**src/rtl/dictionary_buffer.sv**
```systemverilog
// ============================================================================
// Module  : dictionary_buffer
// Purpose : One-entry word pipeline stage plus a FIFO-replacement dictionary.
//           Both feed the per-entry word comparators.
// Rev     : 1.0
// ============================================================================
`default_nettype none

module dictionary_buffer #(
   parameter int WORD  = 32,
   parameter int DEPTH = 16,
   parameter int IDX_W = $clog2(DEPTH)
) (
   input  logic                  i_clk,
   input  logic                  i_reset,
   input  logic                  i_flush,
   input  logic                  i_valid,
   output logic                  o_ready,
   input  logic [WORD-1:0]       i_word,
   output logic                  o_valid,
   input  logic                  i_ready,
   output logic [WORD-1:0]       o_word,
   output logic [DEPTH*WORD-1:0] o_dict,
   output logic [DEPTH-1:0]      o_entry_valid,
   output logic [IDX_W:0]        o_count,
   input  logic                  i_upd_en,
   input  logic [WORD-1:0]       i_upd_word,
   output logic [IDX_W-1:0]      o_wr_ptr
);

   localparam logic [IDX_W:0] C_FULL = (IDX_W+1)'(DEPTH);

   logic                 valid_q, valid_d;
   logic [WORD-1:0]      word_q, word_d;
   logic [WORD-1:0]      entry_q [DEPTH];
   logic [DEPTH-1:0]     ent_valid_q, ent_valid_d;
   logic [IDX_W-1:0]     wr_ptr_q, wr_ptr_d;
   logic [IDX_W:0]       count_q, count_d;
   logic                 w_accept;
   logic                 w_retire;
   logic                 w_insert;

   assign o_ready  = !i_flush && (!valid_q || i_ready);
   assign w_accept = i_valid && o_ready;
   assign w_retire = valid_q && i_ready;
   // Flush wins over a coincident insert request.
   assign w_insert = i_upd_en && !i_flush;

   always_comb begin
      valid_d     = valid_q;
      word_d      = word_q;
      ent_valid_d = ent_valid_q;
      wr_ptr_d    = wr_ptr_q;
      count_d     = count_q;
      if (i_flush) begin
         valid_d     = 1'b0;
         ent_valid_d = '0;
         wr_ptr_d    = '0;
         count_d     = '0;
      end else begin
         if (w_accept) begin
            valid_d = 1'b1;
            word_d  = i_word;
         end else if (w_retire) begin
            valid_d = 1'b0;
         end
         if (w_insert) begin
            ent_valid_d[wr_ptr_q] = 1'b1;
            wr_ptr_d              = wr_ptr_q + IDX_W'(1);
            count_d               = (count_q == C_FULL) ? C_FULL : count_q + (IDX_W+1)'(1);
         end
      end
   end

   always_ff @(posedge i_clk or posedge i_reset) begin
      if (i_reset) begin
         valid_q     <= 1'b0;
         word_q      <= '0;
         ent_valid_q <= '0;
         wr_ptr_q    <= '0;
         count_q     <= '0;
         for (int k = 0; k < DEPTH; k++) begin
            entry_q[k] <= '0;
         end
      end else begin
         valid_q     <= valid_d;
         word_q      <= word_d;
         ent_valid_q <= ent_valid_d;
         wr_ptr_q    <= wr_ptr_d;
         count_q     <= count_d;
         if (w_insert) begin
            entry_q[wr_ptr_q] <= i_upd_word;
         end
      end
   end

   generate
      for (genvar g = 0; g < DEPTH; g++) begin : g_dict
         assign o_dict[g*WORD +: WORD] = entry_q[g];
      end
   endgenerate

   assign o_valid       = valid_q;
   assign o_word        = word_q;
   assign o_entry_valid = ent_valid_q;
   assign o_count       = count_q;
   assign o_wr_ptr      = wr_ptr_q;

endmodule

`default_nettype wire

```
**config.mk**
```make
export PLATFORM = sky130hd
export DESIGN_NAME = dictionary_buffer
export DESIGN_NICKNAME = d
export VERILOG_FILES = /design/src/rtl/dictionary_buffer.sv
export SDC_FILE = /design/constraint.sdc
export NUM_CORES = 1
export LEC_CHECK = 0
export ABC_AREA = 0
export CORE_AREA = 2 2 252 254
export DETAILED_ROUTE_END_ITERATION = 8
export DIE_AREA = 0 0 254 256
export PLACE_DENSITY = 0.6
export SYNTH_ARGS = -nofsm -noshare
export SYNTH_HDL_FRONTEND = slang
export SYNTH_SLANG_ARGS = --single-unit
export TNS_END_PERCENT = 5
```
**constraint.sdc**
```tcl
create_clock -name i_clk -period 23.4 [get_ports i_clk]
set_clock_uncertainty 0.1 [all_clocks]
set_input_delay 4.68 -clock i_clk [delete_from_list [all_inputs] [get_ports i_clk]]
set_output_delay 4.68 -clock i_clk [all_outputs]
set_load 0.01 [all_outputs]
```
==> qor.txt, run 1 <==
Gate count after technology mapping: 1303
Fraction of final layout cells sized beyond drive strength 1: 32.4%
Final number of max-transition violations: 0
Area Overhead vs Synth: 42.0%
Synth top cells by count: dfrtp_1, mux2_2, mux2_1, clkbuf_1, buf_6
Worst IR drop on VDD: 0.0579 mV
Startpoint of the worst-slack reg-to-reg timing path: o_wr_ptr[1]$_DFFE_PP0P_
Cell variety after synth: 35
Violation count after the first detailed-routing iteration: 696
Half-perimeter wire length of the detailed placement result: 48400 µm
Critical path start-end classification: primary input to primary output
First drt pass iteration count: 4
Clock transition time at the flip-flop clock pins of the worst setup and hold paths: 60 ps
Count of nets after finishing: 2010
Placeable core area: 0.0624 mm²
Critical Path Max Stage Delay: 490 ps
Number of setup violations in the final report: 0
Minimum clock period after layout: 10860 ps
Antenna violations before repair: 2
Endpoint type of the worst setup path: primary output
Synthesized flop and latch total: 570
Number of gates resized after cts: 0
Via count: 13500
Synthesized netlist net count: 1379
Largest cells by area after synthesis: dfrtp_1, mux2_2, mux2_1, buf_6, clkbuf_1
Worst slew slack as a fraction of its limit: 18.0%
Cell-by-cell listing of the critical path: clkdlybuf4s50_1 > buf_4 > nor2_1 > clkdlybuf4s50_1
Vias/cell: 4.78
Setup TNS Final: 0 ps
Antenna violation net count after detailed routing: 0
Post-Syn Area per Cell: 16.6 µm²
Data arrival time of the critical path: 6080 ps
GP Congestion: 0.775
Clk sink count: 570
CP Max Fanout: 31
Endpoint of the worst register-to-register path: o_dict[181]$_DFFE_PP0P_
Fin crit share: 46.4%
Worst-margin pin slew: 1230 ps
Wirelength, routed: 70400 µm
Max Clk Rate: 92.1 MHz
Post-CTS Hold Fix Bufs: 0
Fillers: 5476
Clk Tree Root Cell: clkbuf_16
Critical Path Source Type: primary input
Cell depth of the worst min-delay path: 1
Sequential cell area: 0.0143 mm²
First-pass GRT wire length: 102000 µm
Most frequently used flop master after synthesis: dfrtp_1
Vias in the first global route: 14600
Classification of the worst-slack hold path: flip-flop to flip-flop
Finished Cell Area: 0.0307 mm²
Ys Warns: 0
Endpoint of the worst hold path: o_entry_valid[1]$_DFFE_PP0P_
Global-route total usage across every layer: 21.4%
Area of the multi-input gates: 0.00668 mm²
Power per cell area: 81.2 mW/mm²
Post-Syn Area: 0.0216 mm²
Overall die height: 256 µm
Start point of the worst min-delay path: o_entry_valid[1]$_DFFE_PP0P_
Number of buffers added by the clock tree synthesis step: 60
Leading cell type by number of instances after synthesis: dfrtp_1
Asr flop ratio synth: 100%
Maximum number of buffers from clock root to sink: 3
Setup repair bufs after CTS: 0
Die width: 254 µm
DRC violations left: 0
Maximum number of pins on one net before global-route repair: 171
Most common cell on crit path: clkdlybuf4s50_1
Die area: 0.0650 mm²
Number of I/O pins: 641
Number of H-tree levels: 2
Clock latency reported for the late side of the worst-skew pair: 610 ps
Worst EP required: 18620 ps
Area share of the largest cell type after synthesis: 66.0%
Number of enable flip-flop cells after synthesis: 0
Cell type contributing the most total cell area after synthesis: dfrtp_1
Number of placement rows: 92
Quantity of I/O buffers inserted on ports: 640
Starting Density: 34.6%
Final hold vios: 0
Result of the run: completed
Leftover overflow at the end of global routing: 0
Share of the yosys chip area belonging to registers: 66.0%
Setup repair after global routing missed its margin: false
Cell with the largest stage delay on the worst path: clkdlybuf4s50_1
Clock tree from TritonCTS: done
Leakage: 14.3 nW
DR WL/cell: 24.9 µm
Depth of the worst register-to-register path: 5
Flop2flop setup slack: 20740 ps
Number of maximum-capacitance constraint violations: 0
Post-DP Area: 0.0287 mm²
==> flip-flops by register name, indices dropped and copies added, names as in the netlist <==
| name | flops |
|---|---|
| o_count | 5 |
| o_valid | 1 |
| o_word | 32 |
| o_dict | 512 |
| o_entry_valid | 16 |
| o_wr_ptr | 4 |
==> where the power goes <==
part / internal (W) / total (W) / switching, W
logic: 0.000228 / 0.000405 / 0.000177
clock network: 0.000572 / 0.000962 / 0.000390
registers: 0.00108 / 0.00112 / 0.0000480
total: 0.00188 / 0.00249 / 0.000615
==> critical path: cells and delay by family <==
family	cells	cell delay, ps
buffers and inverters	3	1290
AND/OR/NAND/NOR	1	100
==> metrics by stage <==
step                      hold WS, ps  power [W]  setup slack (ps)  utilization (%)  cells
after floorplan                   421    0.00129              2680                -   1303
after global placement            367    0.00154             12520             45.9   2718
after detailed placement          376    0.00155             12530             45.9   2718
after CTS                         391    0.00253             12530             49.1   2827
after global routing              403    0.00260             12490             49.1   2827
final                             386    0.00249             12540             49.1   2828
==> layout make-up <==
| cell class | count | area share [%] |
|---|---|---|
| Tap cell | 846 | 3.45 |
| Clock buffer | 89 | 5.74 |
| Clock inverter | 20 | 0.783 |
| Antenna cell | 1 | 0.00816 |
| Sequential cell | 570 | 46.5 |
| Multi-Input combinational cell | 620 | 21.8 |
| Timing Repair Buffer | 661 | 21.4 |
| Inverter | 21 | 0.282 |
==> per-layer routing <==
metal,vias to the layer above,wire [µm],GRT usage [%]
met5,-,0,0
met4,0,2380,7.52
met3,106,5950,7.44
met2,475,34400,35.6
li1,5795,-,-
met1,7131,27600,25.5
==> how the worst max path moves through the flow <==
stage	from	endpoint	slack, ps	depth (start not counted)
after floorplan	i_reset	o_count[0]$_DFFE_PP0P_	2680	1
after global placement	i_flush	o_ready	12520	4
after detailed placement	i_flush	o_ready	12530	4
after CTS	i_flush	o_ready	12530	4
after global routing	i_flush	o_ready	12490	4
final	i_flush	o_ready	12540	4
==> layout by cell type, fill, tap and decap left out, types with 2 or more instances in the layout <==
master and n:
nand2b_1 2, dfrtp_1 570, clkbuf_1 14, clkinv_2 13, clkbuf_8 15, xor2_1 2, nand2_2 12, buf_4 20
mux2_4 2, bufinv_16 5, inv_1 20, nand4_1 4, mux2_1 38, clkbuf_16 60, a21o_1 2, o21ai_0 15
nand2_1 2, nor2_1 10, xnor2_1 2, nand3_1 4, mux2_2 504, mux2i_1 2, clkdlybuf4s50_1 640, ha_1 6
==> logic make-up after synthesis <==
family	Yosys count	synth area share [%]
simple gates	45	1.37
mux	546	28.5
fa+ha+maj	6	0.348
compound gates	19	0.481
buf+inv	113	3.11
flops	570	66.0
xor+xnor	4	0.162
(Power assumes the default switching activity.)
==> run 2, diff against run 1 <==
clock period = 11.4 ns   (was 23.4 ns; I/O delays follow)
==> qor.txt, run 2 (synthesis results as in run 1) <==
Starting Density: 34.6%
Clock tree from TritonCTS: done
Number of gates resized after cts: 0
Classification of the worst-slack hold path: flip-flop to flip-flop
Number of buffers added by the clock tree synthesis step: 60
Total power draw: 0.00512 W
Clock latency reported for the late side of the worst-skew pair: 610 ps
Fin crit share: 53.5%
Leading cell type in the layout, fill and taps excluded: clkdlybuf4s50_1
Depth of the worst register-to-register path: 6
Maximum number of buffers from clock root to sink: 3
Setup repair after global routing missed its margin: false
First-pass GRT wire length: 101000 µm
Post-CTS Hold Fix Bufs: 0
Number of I/O pins: 641
Minimum clock period after layout: 6100 ps
Number of setup violations in the final report: 0
Wirelength, routed: 69600 µm
Vias/cell: 4.79
Placeable core area: 0.0624 mm²
Critical path start-end classification: primary input to primary output
Setup repair bufs after CTS: 0
Sequential cell area: 0.0143 mm²
Fraction of final layout cells sized beyond drive strength 1: 32.1%
Setup TNS Final: 0 ps
Half-perimeter wire length of the detailed placement result: 47800 µm
Maximum number of pins on one net before global-route repair: 163
GP Congestion: 0.781
Antenna violation net count after detailed routing: 0
Antenna violations before repair: 1
Max FFs per register: 512
Violation count after the first detailed-routing iteration: 685
Count of nets after finishing: 2009
Area Overhead vs Synth: 42.1%
Max Clk Rate: 164 MHz
CP Max Fanout: 31
Worst-margin pin slew: 1170 ps
Final hold vios: 0
Overall die height: 256 µm
Vias in the first global route: 14200
Worst EP required: 9020 ps
Endpoint type of the worst setup path: primary output
DRC violations left: 0
Die width: 254 µm
Result of the run: completed
Quantity of I/O buffers inserted on ports: 640
Leakage: 14.3 nW
Clk sink count: 570
Via count: 13500
Worst slew slack as a fraction of its limit: 22.0%
Clock transition time at the flip-flop clock pins of the worst setup and hold paths: 60 ps
Fillers: 5446
Data arrival time of the critical path: 3720 ps
Number of H-tree levels: 2
Power per cell area: 167 mW/mm²
Commonest non-fill, non-tap cells in the layout: clkdlybuf4s50_1, dfrtp_1, mux2_2, clkbuf_16, mux2_1
Leftover overflow at the end of global routing: 0
Final number of max-transition violations: 0
First drt pass iteration count: 4
Worst IR drop on VDD: 0.143 mV
Global-route total usage across every layer: 21.1%
Area of the multi-input gates: 0.00668 mm²
Cell depth of the worst min-delay path: 1
Number of placement rows: 92
DR WL/cell: 24.6 µm
Clk Tree Root Cell: clkbuf_16
Die area: 0.0650 mm²
Number of maximum-capacitance constraint violations: 0
Critical Path Source Type: primary input
## run 2: layout make-up
cell class / instances / area share, %
clock inverters: 11 / 0.538
inverters: 21 / 0.269
multi-input cells: 620 / 21.8
flip-flops and latches: 570 / 46.5
diodes: 1 / 0.00815
clock buffers: 98 / 6.05
well taps: 846 / 3.45
repair buffers: 660 / 21.4
## run 2: critical path: stages
cell,delay [ps]
clkdlybuf4s50_1,470
buf_4,360
nor2_1,90
clkdlybuf4s50_1,500
## run 2: final timing paths
| kind | startpoint | end | slack (ps) |
|---|---|---|---|
| worst max-delay path | i_flush | o_ready | 5300 |
| worst min-delay path | o_dict[267]$_DFFE_PP0P_ | o_dict[267]$_DFFE_PP0P_ | 390 |
| worst max register to register | o_wr_ptr[1]$_DFFE_PP0P_ | o_dict[315]$_DFFE_PP0P_ | 8860 |
| worst min register to register | o_dict[267]$_DFFE_PP0P_ | o_dict[267]$_DFFE_PP0P_ | 390 |
| max in group asynchronous | i_reset | o_dict[132]$_DFFE_PP0P_ | 7400 |
| min in group asynchronous | i_reset | o_dict[334]$_DFFE_PP0P_ | 2160 |
## run 2: through the flow
stage	area, µm²	util [%]	hold slack, ps	instances	setup WS [ps]
6_report	30700	49.2	388	2827	5300
5_1_grt	30700	49.2	409	2826	5240
4_1_cts	30700	49.2	392	2826	5280
3_5_place_dp	28700	45.9	378	2717	5300
3_3_place_gp	28700	45.9	370	2717	5280
2_1_floorplan	21600	-	421	1303	1260
## run 2: power by group
part | internal (W) | total (W) | switching [W]
clock network | 0.00119 | 0.00199 | 0.000798
registers | 0.00221 | 0.00230 | 0.0000959
logic | 0.000469 | 0.000828 | 0.000360
## run 2: per-layer routing
layer	share of wire (%)	GRT usage (%)	up-vias
met5	0	0	-
met4	3.7	7.66	0
met3	8.2	7.22	122
met2	49	35.3	470
met1	39	25.0	7151
li1	-	-	5804
==> run 3, diff against run 2 <==
clock period = 5.84 ns   (was 11.4 ns; I/O delays follow)
==> qor.txt, run 3 (synthesis results as in run 1) <==
Leading cell type in the layout, fill and taps excluded: clkdlybuf4s50_1
Number of buffers added by the clock tree synthesis step: 59
Die width: 254 µm
Critical path start-end classification: primary input to primary output
Data arrival time of the critical path: 2990 ps
Setup repair after global routing missed its margin: false
Leftover overflow at the end of global routing: 0
Fraction of final layout cells sized beyond drive strength 1: 32.5%
Maximum number of pins on one net before global-route repair: 139
Setup repair bufs after CTS: 0
Post-CTS Hold Fix Bufs: 0
Quantity of I/O buffers inserted on ports: 640
Fin crit share: 72.9%
Max Clk Rate: 235 MHz
DR WL/cell: 24.9 µm
Comb power frac: 16.5%
Clk pwr share: 38.6%
Number of setup violations in the final report: 0
Flop2flop setup slack: 3270 ps
Cell with the largest stage delay on the worst path: clkdlybuf4s50_1
Worst Hold Slack: 388 ps
Finished Cell Area: 0.0307 mm²
Commonest non-fill, non-tap cells in the layout: clkdlybuf4s50_1, dfrtp_1, mux2_2, clkbuf_16, mux2_1
Power per cell area: 326 mW/mm²
Endpoint type of the worst setup path: primary output
Clock tree from TritonCTS: done
Number of H-tree levels: 2
Max FFs per register: 512
Number of maximum-capacitance constraint violations: 0
Vias in the first global route: 14500
Maximum number of buffers from clock root to sink: 3
Leakage: 14.4 nW
Starting Density: 34.6%
Fillers: 5422
Setup TNS Final: 0 ps
Most common cell on crit path: clkdlybuf4s50_1
CP Max Fanout: 16
Clk Tree Root Cell: clkbuf_16
Area of the multi-input gates: 0.00668 mm²
Number of buffer and inverter instances along the worst setup path: 3
Antenna violation net count after detailed routing: 0
Count of nets after finishing: 2009
Half-perimeter wire length of the detailed placement result: 48300 µm
Wirelength, routed: 70500 µm
Via count: 13600
First drt pass iteration count: 5
Area Overhead vs Synth: 42.3%
Critical Path Source Type: primary input
Number of I/O pins: 641
DRC violations left: 0
Final hold vios: 0
Post-layout utilization of the core: 49.3%
Fraction of power consumed by sequential logic: 44.9%
First-pass GRT wire length: 103000 µm
Placeable core area: 0.0624 mm²
Number of placement rows: 92
Die area: 0.0650 mm²
Post-DP Area: 0.0287 mm²
Final number of max-transition violations: 0
Minimum clock period after layout: 4260 ps
Overall die height: 256 µm
Clock latency reported for the late side of the worst-skew pair: 610 ps
Reported net switching power: 0.00249 W
Critical Path Max Stage Delay: 910 ps
Clock transition time at the flip-flop clock pins of the worst setup and hold paths: 60 ps
Worst slew slack as a fraction of its limit: 21.2%
Cell Int Power: 0.00753 W
Result of the run: completed
Global-route total usage across every layer: 21.6%
Classification of the worst-slack hold path: flip-flop to flip-flop
Worst EP required: 4570 ps
Number of gates resized after cts: 0
GP Congestion: 0.761
Sequential cell area: 0.0143 mm²
Delay-heaviest family, CP: buffers and inverters
Vias/cell: 4.81
Antenna violations before repair: 2
Violation count after the first detailed-routing iteration: 439
Worst-margin pin slew: 1180 ps
Worst IR drop on VDD: 0.201 mV
Cell-by-cell listing of the critical path: clkdlybuf4s50_1 > buf_4 > nor2_1 > clkdlybuf4s50_1
Net switching fraction of the power: 24.9%
Clk sink count: 570
## run 3: worst register-to-register path: stages, from the launching register on
cell	delay, ps
dfrtp_1	440
inv_1	110
ha_1	190
nand4b_1	170
nor2_4	580
buf_4	450
mux2_2	410
## run 3: path summary, 6_finish.rpt
check	start	end	cells after the start
min in group asynchronous	i_reset	o_dict[366]$_DFFE_PP0P_	2
max reg2reg	o_wr_ptr[1]$_DFFE_PP0P_	o_dict[289]$_DFFE_PP0P_	6
min	o_dict[271]$_DFFE_PP0P_	o_dict[271]$_DFFE_PP0P_	1
max in group asynchronous	i_reset	o_word[21]$_DFFE_PP0P_	4
max	i_flush	o_ready	4
min reg2reg	o_dict[271]$_DFFE_PP0P_	o_dict[271]$_DFFE_PP0P_	1
## run 3: cell type report
class | count | share of cell area, %
repair buffers | 661 | 21.6
well taps | 846 | 3.44
clock buffers | 86 | 5.72
flip-flops and latches | 570 | 46.4
multi-input cells | 620 | 21.7
diodes | 2 | 0.0163
inverters | 21 | 0.269
clock inverters | 20 | 0.798
## run 3: routing by layer
metal	routed length, µm	vias to the layer above	share of wire [%]	global-route usage, %
met1	27600	7183	39	26.1
met2	34400	487	49	35.8
li1	-	5805	-	-
met5	13	-	0.018	0
met4	2470	2	3.5	7.78
met3	5910	118	8.4	7.34
## run 3: stage by stage
stage	power (W)	instances	worst slack (ps)
floorplan	0.00516	1303	-3190
global placement	0.00621	2718	1520
detailed placement	0.00623	2718	1590
CTS	0.0102	2824	1590
global route	0.0104	2824	1500
finish	0.0100	2826	1580
## run 3: power by group through the flow
stage	clock [W]	sequential, W	combinational [W]
2_1_floorplan	0	0.00473	0.000434
3_3_place_gp	0	0.00455	0.00165
3_5_place_dp	0	0.00457	0.00167
4_1_cts	0.00398	0.00450	0.00167
5_1_grt	0.00416	0.00455	0.00174
6_report	0.00387	0.00450	0.00165
